===== src/rtl/multicycle_ctrl_unit_pkg.sv =====
// Shared encodings for the multi-cycle control unit: opcodes, datapath control codes,
// FSM states and the load/store func3 legality check.
package multicycle_ctrl_unit_pkg;

    localparam logic [6:0] OP_LOAD   = 7'b0000011;
    localparam logic [6:0] OP_IMM    = 7'b0010011;
    localparam logic [6:0] OP_AUIPC  = 7'b0010111;
    localparam logic [6:0] OP_STORE  = 7'b0100011;
    localparam logic [6:0] OP_REG    = 7'b0110011;
    localparam logic [6:0] OP_LUI    = 7'b0110111;
    localparam logic [6:0] OP_BRANCH = 7'b1100011;
    localparam logic [6:0] OP_JALR   = 7'b1100111;
    localparam logic [6:0] OP_JAL    = 7'b1101111;

    typedef enum logic [2:0] {
        IMM_R = 3'd0,
        IMM_I = 3'd1,
        IMM_S = 3'd2,
        IMM_B = 3'd3,
        IMM_U = 3'd4,
        IMM_J = 3'd5
    } imm_type_e;

    typedef enum logic [1:0] {
        ALU_ADD  = 2'd0,
        ALU_SUB  = 2'd1,
        ALU_FUNC = 2'd2,
        ALU_LUI  = 2'd3
    } alu_op_e;

    typedef enum logic [1:0] {
        BJ_B    = 2'd0,
        BJ_J    = 2'd1,
        BJ_JR   = 2'd2,
        BJ_NONE = 2'd3
    } is_bj_e;

    typedef enum logic [1:0] {
        SIZE_B = 2'd0,
        SIZE_H = 2'd1,
        SIZE_W = 2'd2,
        SIZE_D = 2'd3
    } load_size_e;

    typedef enum logic [1:0] {
        ST_IDLE = 2'd0,
        ST_REQ  = 2'd1,
        ST_WAIT = 2'd2,
        ST_WB   = 2'd3
    } state_e;

    // Doubleword and LWU accesses only exist on the 64-bit datapath.
    function automatic logic mem_func3_legal(input logic is_store, input logic [2:0] f3,
                                             input int xlen);
        logic wide;
        logic ok;
        wide = (xlen == 64);
        ok   = 1'b0;
        if (is_store) begin
            case (f3)
                3'b000, 3'b001, 3'b010: ok = 1'b1;
                3'b011:                 ok = wide;
                default:                ok = 1'b0;
            endcase
        end else begin
            case (f3)
                3'b000, 3'b001, 3'b010, 3'b100, 3'b101: ok = 1'b1;
                3'b011, 3'b110:                         ok = wide;
                default:                                ok = 1'b0;
            endcase
        end
        return ok;
    endfunction

endpackage


===== src/rtl/multicycle_ctrl_unit_if.sv =====
// Instruction-register, datapath-control and data-memory signals of the control unit.
// master is the control unit itself; slave is the datapath/memory side.
interface multicycle_ctrl_unit_if #(
    parameter int XLEN = 32
);
    localparam int STRB_W = XLEN / 8;

    logic              instr_valid;
    logic [6:0]        opcode;
    logic [2:0]        func3;
    logic [XLEN-1:0]   data_addr;
    logic              mem_ready;

    logic [2:0]        imm_type;
    logic [1:0]        alu_op;
    logic              alu_src;
    logic              pc_to_reg_src;
    logic              rd_src;
    logic              mem_to_reg;
    logic [1:0]        is_bj;
    logic              reg_write;
    logic              mem_read;
    logic [STRB_W-1:0] mem_write;
    logic [1:0]        load_size;
    logic              load_unsigned;
    logic              stall;
    logic              instr_done;
    logic              misalign;
    logic              illegal;

    modport master (
        input  instr_valid, opcode, func3, data_addr, mem_ready,
        output imm_type, alu_op, alu_src, pc_to_reg_src, rd_src, mem_to_reg, is_bj,
               reg_write, mem_read, mem_write, load_size, load_unsigned,
               stall, instr_done, misalign, illegal
    );

    modport slave (
        output instr_valid, opcode, func3, data_addr, mem_ready,
        input  imm_type, alu_op, alu_src, pc_to_reg_src, rd_src, mem_to_reg, is_bj,
               reg_write, mem_read, mem_write, load_size, load_unsigned,
               stall, instr_done, misalign, illegal
    );

endinterface


===== src/rtl/multicycle_ctrl_unit_store_strobe_gen.sv =====
// Byte-lane strobe and alignment check for a memory access of the given size
// at the low address bits of the effective address.
module store_strobe_gen
    import multicycle_ctrl_unit_pkg::*;
#(
    parameter int XLEN = 32,
    localparam int STRB_W = XLEN / 8,
    localparam int ADDR_W = $clog2(STRB_W)
) (
    input  load_size_e        size,
    input  logic [ADDR_W-1:0] addr,
    output logic [STRB_W-1:0] strobe,
    output logic              misaligned
);

    always_comb begin
        strobe     = '0;
        misaligned = 1'b0;
        case (size)
            SIZE_B: strobe = STRB_W'(1) << addr;
            SIZE_H: begin
                strobe     = STRB_W'(3) << addr;
                misaligned = addr[0];
            end
            SIZE_W: begin
                strobe     = STRB_W'(4'hF) << addr;
                misaligned = (addr[1:0] != 2'b00);
            end
            default: begin
                strobe     = '1;
                misaligned = (addr != '0);
            end
        endcase
    end

endmodule


===== src/rtl/multicycle_ctrl_unit.sv =====
// Main control for the multi-cycle core: single-cycle decode of non-memory ops and an
// IDLE/REQ/WAIT/WB sequencer for loads and stores that stalls the PC while memory is busy.
module multicycle_ctrl_unit
    import multicycle_ctrl_unit_pkg::*;
#(
    parameter int XLEN          = 32,
    parameter int LOAD_WAIT     = 1,
    parameter int MISALIGN_TRAP = 1
) (
    input logic                   clk,
    input logic                   rst,
    multicycle_ctrl_unit_if.master bus
);

    localparam int STRB_W = XLEN / 8;
    localparam int ADDR_W = $clog2(STRB_W);
    localparam logic [2:0] WAIT_INIT = 3'((LOAD_WAIT > 0) ? LOAD_WAIT - 1 : 0);

    state_e            state_q, state_d;
    logic              is_store_q, is_store_d;
    logic [2:0]        func3_q, func3_d;
    logic [STRB_W-1:0] strobe_q, strobe_d;
    logic [2:0]        wait_cnt_q, wait_cnt_d;

    logic [STRB_W-1:0] strobe;
    logic              misaligned;
    logic              decode_bad;
    logic              unused_addr_hi;

    imm_type_e         imm_type;
    alu_op_e           alu_op;
    is_bj_e            is_bj;
    load_size_e        load_size;
    logic              alu_src;
    logic              pc_to_reg_src;
    logic              rd_src;
    logic              mem_to_reg;
    logic              reg_write;
    logic              mem_read;
    logic [STRB_W-1:0] mem_write;
    logic              load_unsigned;
    logic              stall;
    logic              instr_done;
    logic              misalign;
    logic              illegal;

    assign unused_addr_hi = ^bus.data_addr[XLEN-1:ADDR_W];

    store_strobe_gen #(.XLEN(XLEN)) u_strobe (
        .size       (load_size_e'(bus.func3[1:0])),
        .addr       (bus.data_addr[ADDR_W-1:0]),
        .strobe     (strobe),
        .misaligned (misaligned)
    );

    always_ff @(posedge clk) begin
        if (rst) begin
            state_q    <= ST_IDLE;
            is_store_q <= 1'b0;
            func3_q    <= 3'd0;
            strobe_q   <= '0;
            wait_cnt_q <= 3'd0;
        end else begin
            state_q    <= state_d;
            is_store_q <= is_store_d;
            func3_q    <= func3_d;
            strobe_q   <= strobe_d;
            wait_cnt_q <= wait_cnt_d;
        end
    end

    // Outputs are held at the bubble pattern while rst is high so nothing retires in reset.
    always_comb begin
        state_d       = state_q;
        is_store_d    = is_store_q;
        func3_d       = func3_q;
        strobe_d      = strobe_q;
        wait_cnt_d    = wait_cnt_q;
        decode_bad    = 1'b0;
        imm_type      = IMM_R;
        alu_op        = ALU_ADD;
        is_bj         = BJ_NONE;
        load_size     = SIZE_B;
        alu_src       = 1'b0;
        pc_to_reg_src = 1'b0;
        rd_src        = 1'b0;
        mem_to_reg    = 1'b0;
        reg_write     = 1'b0;
        mem_read      = 1'b0;
        mem_write     = '0;
        load_unsigned = 1'b0;
        stall         = 1'b0;
        instr_done    = 1'b0;
        misalign      = 1'b0;
        illegal       = 1'b0;

        if (!rst) begin
            case (state_q)
                ST_IDLE: begin
                    if (bus.instr_valid) begin
                        case (bus.opcode)
                            OP_REG: begin
                                alu_op     = ALU_FUNC;
                                alu_src    = 1'b1;
                                mem_to_reg = 1'b1;
                                reg_write  = 1'b1;
                                instr_done = 1'b1;
                            end
                            OP_IMM: begin
                                imm_type   = IMM_I;
                                alu_op     = ALU_FUNC;
                                mem_to_reg = 1'b1;
                                reg_write  = 1'b1;
                                instr_done = 1'b1;
                            end
                            OP_JALR: begin
                                if (bus.func3 == 3'b000) begin
                                    imm_type   = IMM_I;
                                    rd_src     = 1'b1;
                                    mem_to_reg = 1'b1;
                                    is_bj      = BJ_JR;
                                    reg_write  = 1'b1;
                                    instr_done = 1'b1;
                                end else begin
                                    decode_bad = 1'b1;
                                end
                            end
                            OP_BRANCH: begin
                                if (bus.func3[2:1] != 2'b01) begin
                                    imm_type   = IMM_B;
                                    alu_op     = ALU_SUB;
                                    alu_src    = 1'b1;
                                    mem_to_reg = 1'b1;
                                    is_bj      = BJ_B;
                                    instr_done = 1'b1;
                                end else begin
                                    decode_bad = 1'b1;
                                end
                            end
                            OP_AUIPC: begin
                                imm_type      = IMM_U;
                                pc_to_reg_src = 1'b1;
                                rd_src        = 1'b1;
                                mem_to_reg    = 1'b1;
                                reg_write     = 1'b1;
                                instr_done    = 1'b1;
                            end
                            OP_LUI: begin
                                imm_type   = IMM_U;
                                alu_op     = ALU_LUI;
                                mem_to_reg = 1'b1;
                                reg_write  = 1'b1;
                                instr_done = 1'b1;
                            end
                            OP_JAL: begin
                                imm_type   = IMM_J;
                                rd_src     = 1'b1;
                                mem_to_reg = 1'b1;
                                is_bj      = BJ_J;
                                reg_write  = 1'b1;
                                instr_done = 1'b1;
                            end
                            OP_LOAD, OP_STORE: begin
                                if (!mem_func3_legal(bus.opcode == OP_STORE, bus.func3, XLEN)) begin
                                    decode_bad = 1'b1;
                                end else begin
                                    imm_type = (bus.opcode == OP_STORE) ? IMM_S : IMM_I;
                                    if (misaligned) begin
                                        instr_done = 1'b1;
                                        misalign   = (MISALIGN_TRAP != 0);
                                    end else begin
                                        stall      = 1'b1;
                                        is_store_d = (bus.opcode == OP_STORE);
                                        func3_d    = bus.func3;
                                        strobe_d   = (bus.opcode == OP_STORE) ? strobe : '0;
                                        state_d    = ST_REQ;
                                    end
                                end
                            end
                            default: decode_bad = 1'b1;
                        endcase
                        if (decode_bad) begin
                            illegal    = 1'b1;
                            instr_done = 1'b1;
                        end
                    end
                end
                ST_REQ: begin
                    stall = 1'b1;
                    if (is_store_q) begin
                        imm_type  = IMM_S;
                        mem_write = strobe_q;
                    end else begin
                        imm_type      = IMM_I;
                        mem_read      = 1'b1;
                        load_size     = load_size_e'(func3_q[1:0]);
                        load_unsigned = func3_q[2];
                    end
                    if (bus.mem_ready) begin
                        if (is_store_q) begin
                            stall      = 1'b0;
                            instr_done = 1'b1;
                            state_d    = ST_IDLE;
                        end else if (LOAD_WAIT > 0) begin
                            wait_cnt_d = WAIT_INIT;
                            state_d    = ST_WAIT;
                        end else begin
                            state_d = ST_WB;
                        end
                    end
                end
                ST_WAIT: begin
                    stall         = 1'b1;
                    imm_type      = IMM_I;
                    load_size     = load_size_e'(func3_q[1:0]);
                    load_unsigned = func3_q[2];
                    if (wait_cnt_q == 3'd0) begin
                        state_d = ST_WB;
                    end else begin
                        wait_cnt_d = wait_cnt_q - 3'd1;
                    end
                end
                ST_WB: begin
                    imm_type      = IMM_I;
                    load_size     = load_size_e'(func3_q[1:0]);
                    load_unsigned = func3_q[2];
                    reg_write     = 1'b1;
                    instr_done    = 1'b1;
                    state_d       = ST_IDLE;
                end
                default: state_d = ST_IDLE;
            endcase
        end
    end

    assign bus.imm_type      = imm_type;
    assign bus.alu_op        = alu_op;
    assign bus.alu_src       = alu_src;
    assign bus.pc_to_reg_src = pc_to_reg_src;
    assign bus.rd_src        = rd_src;
    assign bus.mem_to_reg    = mem_to_reg;
    assign bus.is_bj         = is_bj;
    assign bus.reg_write     = reg_write;
    assign bus.mem_read      = mem_read;
    assign bus.mem_write     = mem_write;
    assign bus.load_size     = load_size;
    assign bus.load_unsigned = load_unsigned;
    assign bus.stall         = stall;
    assign bus.instr_done    = instr_done;
    assign bus.misalign      = misalign;
    assign bus.illegal       = illegal;

endmodule


===== src/flat_wrapper.sv =====
// flat-port wrapper written by rule: the top's interface ports become plain ports
module multicycle_ctrl_unit_flat import multicycle_ctrl_unit_pkg::*;
#(
    parameter int XLEN          = 32,
    parameter int LOAD_WAIT     = 1,
    parameter int MISALIGN_TRAP = 1
)
  (clk, rst, bus_instr_valid, bus_opcode, bus_func3, bus_data_addr, bus_mem_ready, bus_imm_type, bus_alu_op, bus_alu_src, bus_pc_to_reg_src, bus_rd_src, bus_mem_to_reg, bus_is_bj, bus_reg_write, bus_mem_read, bus_mem_write, bus_load_size, bus_load_unsigned, bus_stall, bus_instr_done, bus_misalign, bus_illegal);
  multicycle_ctrl_unit_if #(.XLEN(XLEN)) bus_i ();
  input logic clk;
  input logic rst;
  input wire logic [$bits(bus_i.instr_valid)-1:0] bus_instr_valid;
  input wire logic [$bits(bus_i.opcode)-1:0] bus_opcode;
  input wire logic [$bits(bus_i.func3)-1:0] bus_func3;
  input wire logic [$bits(bus_i.data_addr)-1:0] bus_data_addr;
  input wire logic [$bits(bus_i.mem_ready)-1:0] bus_mem_ready;
  output wire logic [$bits(bus_i.imm_type)-1:0] bus_imm_type;
  output wire logic [$bits(bus_i.alu_op)-1:0] bus_alu_op;
  output wire logic [$bits(bus_i.alu_src)-1:0] bus_alu_src;
  output wire logic [$bits(bus_i.pc_to_reg_src)-1:0] bus_pc_to_reg_src;
  output wire logic [$bits(bus_i.rd_src)-1:0] bus_rd_src;
  output wire logic [$bits(bus_i.mem_to_reg)-1:0] bus_mem_to_reg;
  output wire logic [$bits(bus_i.is_bj)-1:0] bus_is_bj;
  output wire logic [$bits(bus_i.reg_write)-1:0] bus_reg_write;
  output wire logic [$bits(bus_i.mem_read)-1:0] bus_mem_read;
  output wire logic [$bits(bus_i.mem_write)-1:0] bus_mem_write;
  output wire logic [$bits(bus_i.load_size)-1:0] bus_load_size;
  output wire logic [$bits(bus_i.load_unsigned)-1:0] bus_load_unsigned;
  output wire logic [$bits(bus_i.stall)-1:0] bus_stall;
  output wire logic [$bits(bus_i.instr_done)-1:0] bus_instr_done;
  output wire logic [$bits(bus_i.misalign)-1:0] bus_misalign;
  output wire logic [$bits(bus_i.illegal)-1:0] bus_illegal;
  assign bus_i.instr_valid = bus_instr_valid;
  assign bus_i.opcode = bus_opcode;
  assign bus_i.func3 = bus_func3;
  assign bus_i.data_addr = bus_data_addr;
  assign bus_i.mem_ready = bus_mem_ready;
  assign bus_imm_type = bus_i.imm_type;
  assign bus_alu_op = bus_i.alu_op;
  assign bus_alu_src = bus_i.alu_src;
  assign bus_pc_to_reg_src = bus_i.pc_to_reg_src;
  assign bus_rd_src = bus_i.rd_src;
  assign bus_mem_to_reg = bus_i.mem_to_reg;
  assign bus_is_bj = bus_i.is_bj;
  assign bus_reg_write = bus_i.reg_write;
  assign bus_mem_read = bus_i.mem_read;
  assign bus_mem_write = bus_i.mem_write;
  assign bus_load_size = bus_i.load_size;
  assign bus_load_unsigned = bus_i.load_unsigned;
  assign bus_stall = bus_i.stall;
  assign bus_instr_done = bus_i.instr_done;
  assign bus_misalign = bus_i.misalign;
  assign bus_illegal = bus_i.illegal;
  multicycle_ctrl_unit #(.XLEN(XLEN), .LOAD_WAIT(LOAD_WAIT), .MISALIGN_TRAP(MISALIGN_TRAP)) u_core (.clk(clk), .rst(rst), .bus(bus_i));
endmodule

===== config.mk =====
export PLATFORM = sky130hd
export DESIGN_NAME = multicycle_ctrl_unit_flat
export DESIGN_NICKNAME = d
export VERILOG_FILES = /design/src/rtl/multicycle_ctrl_unit_pkg.sv /design/src/rtl/multicycle_ctrl_unit_if.sv /design/src/rtl/multicycle_ctrl_unit_store_strobe_gen.sv /design/src/rtl/multicycle_ctrl_unit.sv /design/src/flat_wrapper.sv
export SDC_FILE = /design/constraint.sdc
export NUM_CORES = 1
export LEC_CHECK = 0
export ABC_CLOCK_PERIOD_IN_PS = 2400
export BUFFER_PORTS_ARGS = -buffer_cell sky130_fd_sc_hd__buf_2
export CORE_AREA = 10 10 67 69
export DETAILED_ROUTE_END_ITERATION = 12
export DIE_AREA = 0 0 77 79
export GPL_TIMING_DRIVEN = 1
export PLACE_DENSITY = 0.74
export SLEW_MARGIN = 40
export SYNTH_ARGS = -nofsm -noshare
export SYNTH_HDL_FRONTEND = slang
export SYNTH_SLANG_ARGS = --single-unit
export TNS_END_PERCENT = 100

===== constraint.sdc =====
create_clock -name clk -period 2.4 [get_ports clk]
set_input_delay 0 -clock clk [delete_from_list [all_inputs] [get_ports clk]]
set_output_delay 0 -clock clk [all_outputs]
set_load 0.01 [all_outputs]

# Word level (Yosys, flattened, before mapping)
# Cells that the tools add are included.
[word_totals]
ff_bits = 13
latchBits = 0
mem_bits_rw = 0
romBits = 0
in_bits = 46
out_inout_bits = 24
wordCells = 161
mem_count = 0
[op_classes]
n_addsub = 1
n_mul = 0
n_div = 0
n_lt_le_gt_ge = 0
eq_ne = 27
n_shift = 3
mux = 107
bitwise_logic = 1
reduce_logical = 17
[op_table]
columns = ["cell", "n"]
rows = [
  ["2-to-1 mux 1 bit", 59],
  ["2-to-1 mux 2 bit", 19],
  ["equality test 7 x 6 -> 1 bit (second input constant)", 3],
  ["equality test 7 bit (second input constant)", 3],
  ["2-to-1 mux 3 bit", 6],
  ["one-hot mux 3 bit (6 select lines)", 1],
  ["2-to-1 mux 4 bit", 4],
  ["equality test 7 x 5 -> 1 bit (second input constant)", 2],
  ["!= test 2 bit (second input constant)", 6],
  ["one-hot mux 1 bit (2 select lines)", 6],
  ["one-hot mux 2 bit (3 select lines)", 2],
  ["one-hot mux 4 bit (3 select lines)", 1],
  ["OR reduction 2 bit", 5],
  ["OR reduction 5 bit", 2],
  ["one-hot mux 1 bit (3 select lines)", 3],
  ["one-hot mux 3 bit (3 select lines)", 1],
  ["one-hot mux 1 bit (4 select lines)", 2],
  ["one-hot mux 2 bit (4 select lines)", 1],
  ["equality test 7 x 2 -> 1 bit (second input constant)", 1],
  ["equality test 2 bit (second input constant)", 3],
  ["equality test 3 bit (second input constant)", 2],
  ["zero test 3 bit", 2],
  ["!= test 2 x 1 -> 1 bit (second input constant)", 3],
  ["one-hot mux 3 bit (2 select lines)", 1],
  ["15 further kinds", 18],
]

# Longest topological paths before layout
[depth]
ltp_word = 17
depth_mapped = 8
ltp_nobuf = 7

# Modules after synthesis
# From an unflattened synthesis, not the netlist that was laid out.
[unflattened]
cells_unflattened = 175
area_unflattened_um2 = 1428.9
[by_module_without_submodules]
columns = ["module", "n_inst", "cells_each", "area_each_um2", "seq_area_each_um2"]
rows = [
  ["multicycle_ctrl_unit", 1, 157, 1297.5, 260.2],
  ["store_strobe_gen", 1, 18, 131.4, 0.0],
]

# Worst setup path before layout
# OpenSTA, ideal clock, no wires.
[synth_timing]
path_kind = "register -> output"
start = "register u_core.state_q[0]"
end = "output port bus_is_bj[0]"
t_arrival_ps = 1824
required_ps = 2400
slack_ps = 576
path_stages_with_launch = 7
n_path_buf = 1
path_cell_list = "dfxtp_1 > inv_1 > ha_1 > nand2_1 > or2_2 > clkbuf_1 > or4_2"
[synth_via]
elab_chain_len = 3
[synth_rtl]
columns = ["element", "line_no", "source"]
rows = [
  ["start, declared", "multicycle_ctrl_unit.sv:19", "state_e state_q, state_d;"],
  ["start signal, assigned", "multicycle_ctrl_unit.sv:64", "state_q <= state_d;"],
  ["zero test 2 bit", "multicycle_ctrl_unit.sv:98", "case (state_q)"],
  ["2-to-1 mux 2 bit", "multicycle_ctrl_unit.sv:98", ""],
  ["2-to-1 mux 2 bit", "multicycle_ctrl_unit.sv:97", "if (!rst) begin"],
  ["end, declared", "flat_wrapper.sv:23", "output wire logic [$bits(bus_i.is_bj)-1:0] bus_is_bj;"],
]
# No other way between the ends.

# Worst setup path after layout
# Ends and elaborated chain as after synthesis.

==> key figures <==
Outcome
  – Run status: finished, final reports clean

Yosys
  – Library cells used by synthesis: 48
  – Synth Instances: 187
  – EDFF count, synth: 0
  – Syn Area/Cell: 7.32 µm²
  – Mapped cell area: 1370 µm²
  – Sequential cell area fraction in the yosys report: 0.190
  – Fraction of registers with async set/reset: 0
  – Synth Register Bits: 13
  – Post-synth top flop: dfxtp_1
  – Mapped Nets: 244
  – Synth warn: 0

CTS
  – Cts bufs inserted: 3
  – Worst-Skew Late Latency: 0.29 ns
  – Htree depth: 1
  – Clk buf depth: 2
  – Clock transition at path regs: 0.09 ns
  – Sink Count: 13
  – CTS root buffer: clkbuf_4
  – CTS tree: built

Die
  – Initial Util: 0.424
  – Die Width: 77 µm
  – Die area: 6080 µm²
  – Chip Height: 79 µm
  – Core Rows: 21
  – # IOs: 70
  – Core Box Area: 3230 µm²

STA
  – Setup TNS: 0 ns
  – Final Max Tran Viols: 0
  – Clock Skews: 0.00306 ns
  – Fin crit share: 0.941
  – Fin. Hold Viols: 0
  – Fmax: 443 MHz
  – Worst-Margin Slew: 0.528 ns
  – Rel. slew slack: 0.646
  – # setup viols final: 0
  – Final Critical Period: 2.26 ns
  – RSZ-0062 raised after global routing: false

Placement
  – Gp weighted congestion: 0.847
  – Dpl hpwl: 2780 µm
  – Number of port buffers: 39
  – Post-DP Area: 1580 µm²

Global route
  – Overall routing resource usage: 0.111
  – Largest net degree at the start of global routing: 22
  – Remaining Overflow, GRT: 0
  – Antenna violations before repair: 0
  – Vias in the first global route: 1300
  – Wire length of the first global-routing pass: 5800 µm

Route
  – Drt first pass iters: 4
  – DRC viols: 0
  – Via count: 1382
  – Final WL: 3390 µm
  – Initial DRC Count: 65
  – Antenna-violating nets left: 0
  – Vias/cell: 5.14
  – Routed len/inst: 12.6 µm

Setup path
  – CP startpoint kind: flip-flop
  – Crit-path slowest cell: or4_2
  – CP cell instances: inv_1 -> ha_2 -> nand2_1 -> or2_2 -> or4_2 -> buf_2
  – CP endpoint kind: primary output
  – Worst path max stage delay: 0.61 ns
  – CP required: 2.40 ns
  – Arrival time at the worst endpoint: 2.26 ns
  – Max Fanout on Critical Path: 8
  – Crit Path Category: flip-flop to primary output

Layout
  – # nets final: 281
  – Area Growth Syn to Fin: 18.3%
  – Share of cells above drive strength 1: 0.242
  – Number of diodes: 0
  – Fillers: 357
  – Commonest non-fill, non-tap cells in the layout: buf_2, nor2_1, nand2_1, dfxtp_1, nand2b_1
  – Multi-input combinational cell area: 1020 µm²
  – Most common cell after layout, fill and taps aside: buf_2
  – Cell area after layout: 1620 µm²
  – Sequential cell area: 260 µm²

Job
  – Max cap viols: 0

Power and ir drop
  – Worst vdd ir: 149 µV
  – Cell Pwr Density: 335 nW/µm²
  – LEAKAGE: 0.000760 µW

Worst hold path
  – Min-delay worst type: primary input to flip-flop
[layer usage]
metal  GRT usage  share of wire  wire length, µm  vias up
met5           0              0                0        -
met4      0.0328          0.014               46        0
met3      0.0236          0.032              110        6
met2       0.205           0.49             1670       24
met1       0.125           0.46             1560      631
li1            -              -                -      721
[layout make-up]
cell class,count,share of cell area
multi-input cells,155,0.632
flip-flops and latches,13,0.161
repair buffers,41,0.131
well taps,46,0.0355
inverters,10,0.0232
clock buffers,3,0.0139
clock inverters,1,0.00309
[cell usage after synthesis, drive strengths merged, types with 2 or more instances]
cell type,instances,area share
o31ai,2,0.011
nor2,26,0.071
o21ai,9,0.033
a31oi,2,0.0091
a211oi,5,0.027
or2,3,0.014
clkbuf,5,0.014
inv,10,0.027
and3b,3,0.020
nor3,6,0.030
nand3,4,0.015
ha,11,0.10
mux2i,8,0.059
and2,9,0.041
a21oi,11,0.040
buf,4,0.023
nand2b,12,0.055
nor2b,8,0.037
nand2,13,0.036
dfxtp,13,0.19
o22ai,2,0.014
nand4,2,0.0091
[worst max-delay path: cells and delay by family, from the launching register on]
family | cells | cell delay [ns]
flops | 1 | 0.38
fa+ha+maj | 1 | 0.23
buf+inv | 2 | 0.27
simple gates | 3 | 1.09
[cells by family (layout without fill, tap and decap cells)]
kind of cell,Yosys count,count (layout),share of synthesized area
buffers and inverters,19,55,0.0640
DFF,13,13,0.190
xor gates and xnor gates,2,2,0.0128
muxes,9,9,0.0695
and+or+nand+nor,92,92,0.364
AOI/OAI and AO/OA,41,41,0.199
adders and majority gates,11,11,0.101
[state kept, by name, summed over array words and instances (netlist names), named ones only]
name / flops
u_core.state_q: 1
u_core.wait_cnt_q: 3
u_core.func3_q: 3
u_core.strobe_q: 4
u_core.is_store_q: 1
[where the power goes]
part	switching, µW	internal [µW]	total (µW)
clock	79.3	62.0	141
sequential	8.28	225	233
combinational	98.6	69.3	168
total	186	356	542
[through the flow]
stage / setup slack, ns / total power, µW / utilization / hold slack, ns / instances
6_report: 0.142 / 542 / 0.501 / 0.0294 / 269
5_1_grt: 0.0389 / 581 / 0.501 / 0.0830 / 269
3_3_place_gp: 0.399 / 403 / 0.489 / 0.290 / 264
3_5_place_dp: 0.403 / 404 / 0.489 / 0.301 / 264
4_1_cts: 0.0626 / 551 / 0.500 / 0.0169 / 269
2_1_floorplan: 0.576 / 357 / - / 0.136 / 187
[repair_timing]
item / 4_1_cts / 5_1_grt
gates resized for setup: 0 / 1
setup buffers: 0 / 0
hold buffers: 1 / 0
endpoints found under the hold margin: 1 / 0
setup endpoints to repair: 0 / 1
[final timing paths]
kind         slack [ns]  cells past startpoint                    to                from
min reg2reg        0.48                      2    u_core.strobe_q[1]  u_core.strobe_q[1]
max reg2reg        0.45                      7  u_core.wait_cnt_q[2]   u_core.state_q[0]
min                0.03                      3     u_core.func3_q[2]        bus_func3[2]
max                0.14                      6          bus_is_bj[0]   u_core.state_q[0]
(Power assumes the default switching activity.)
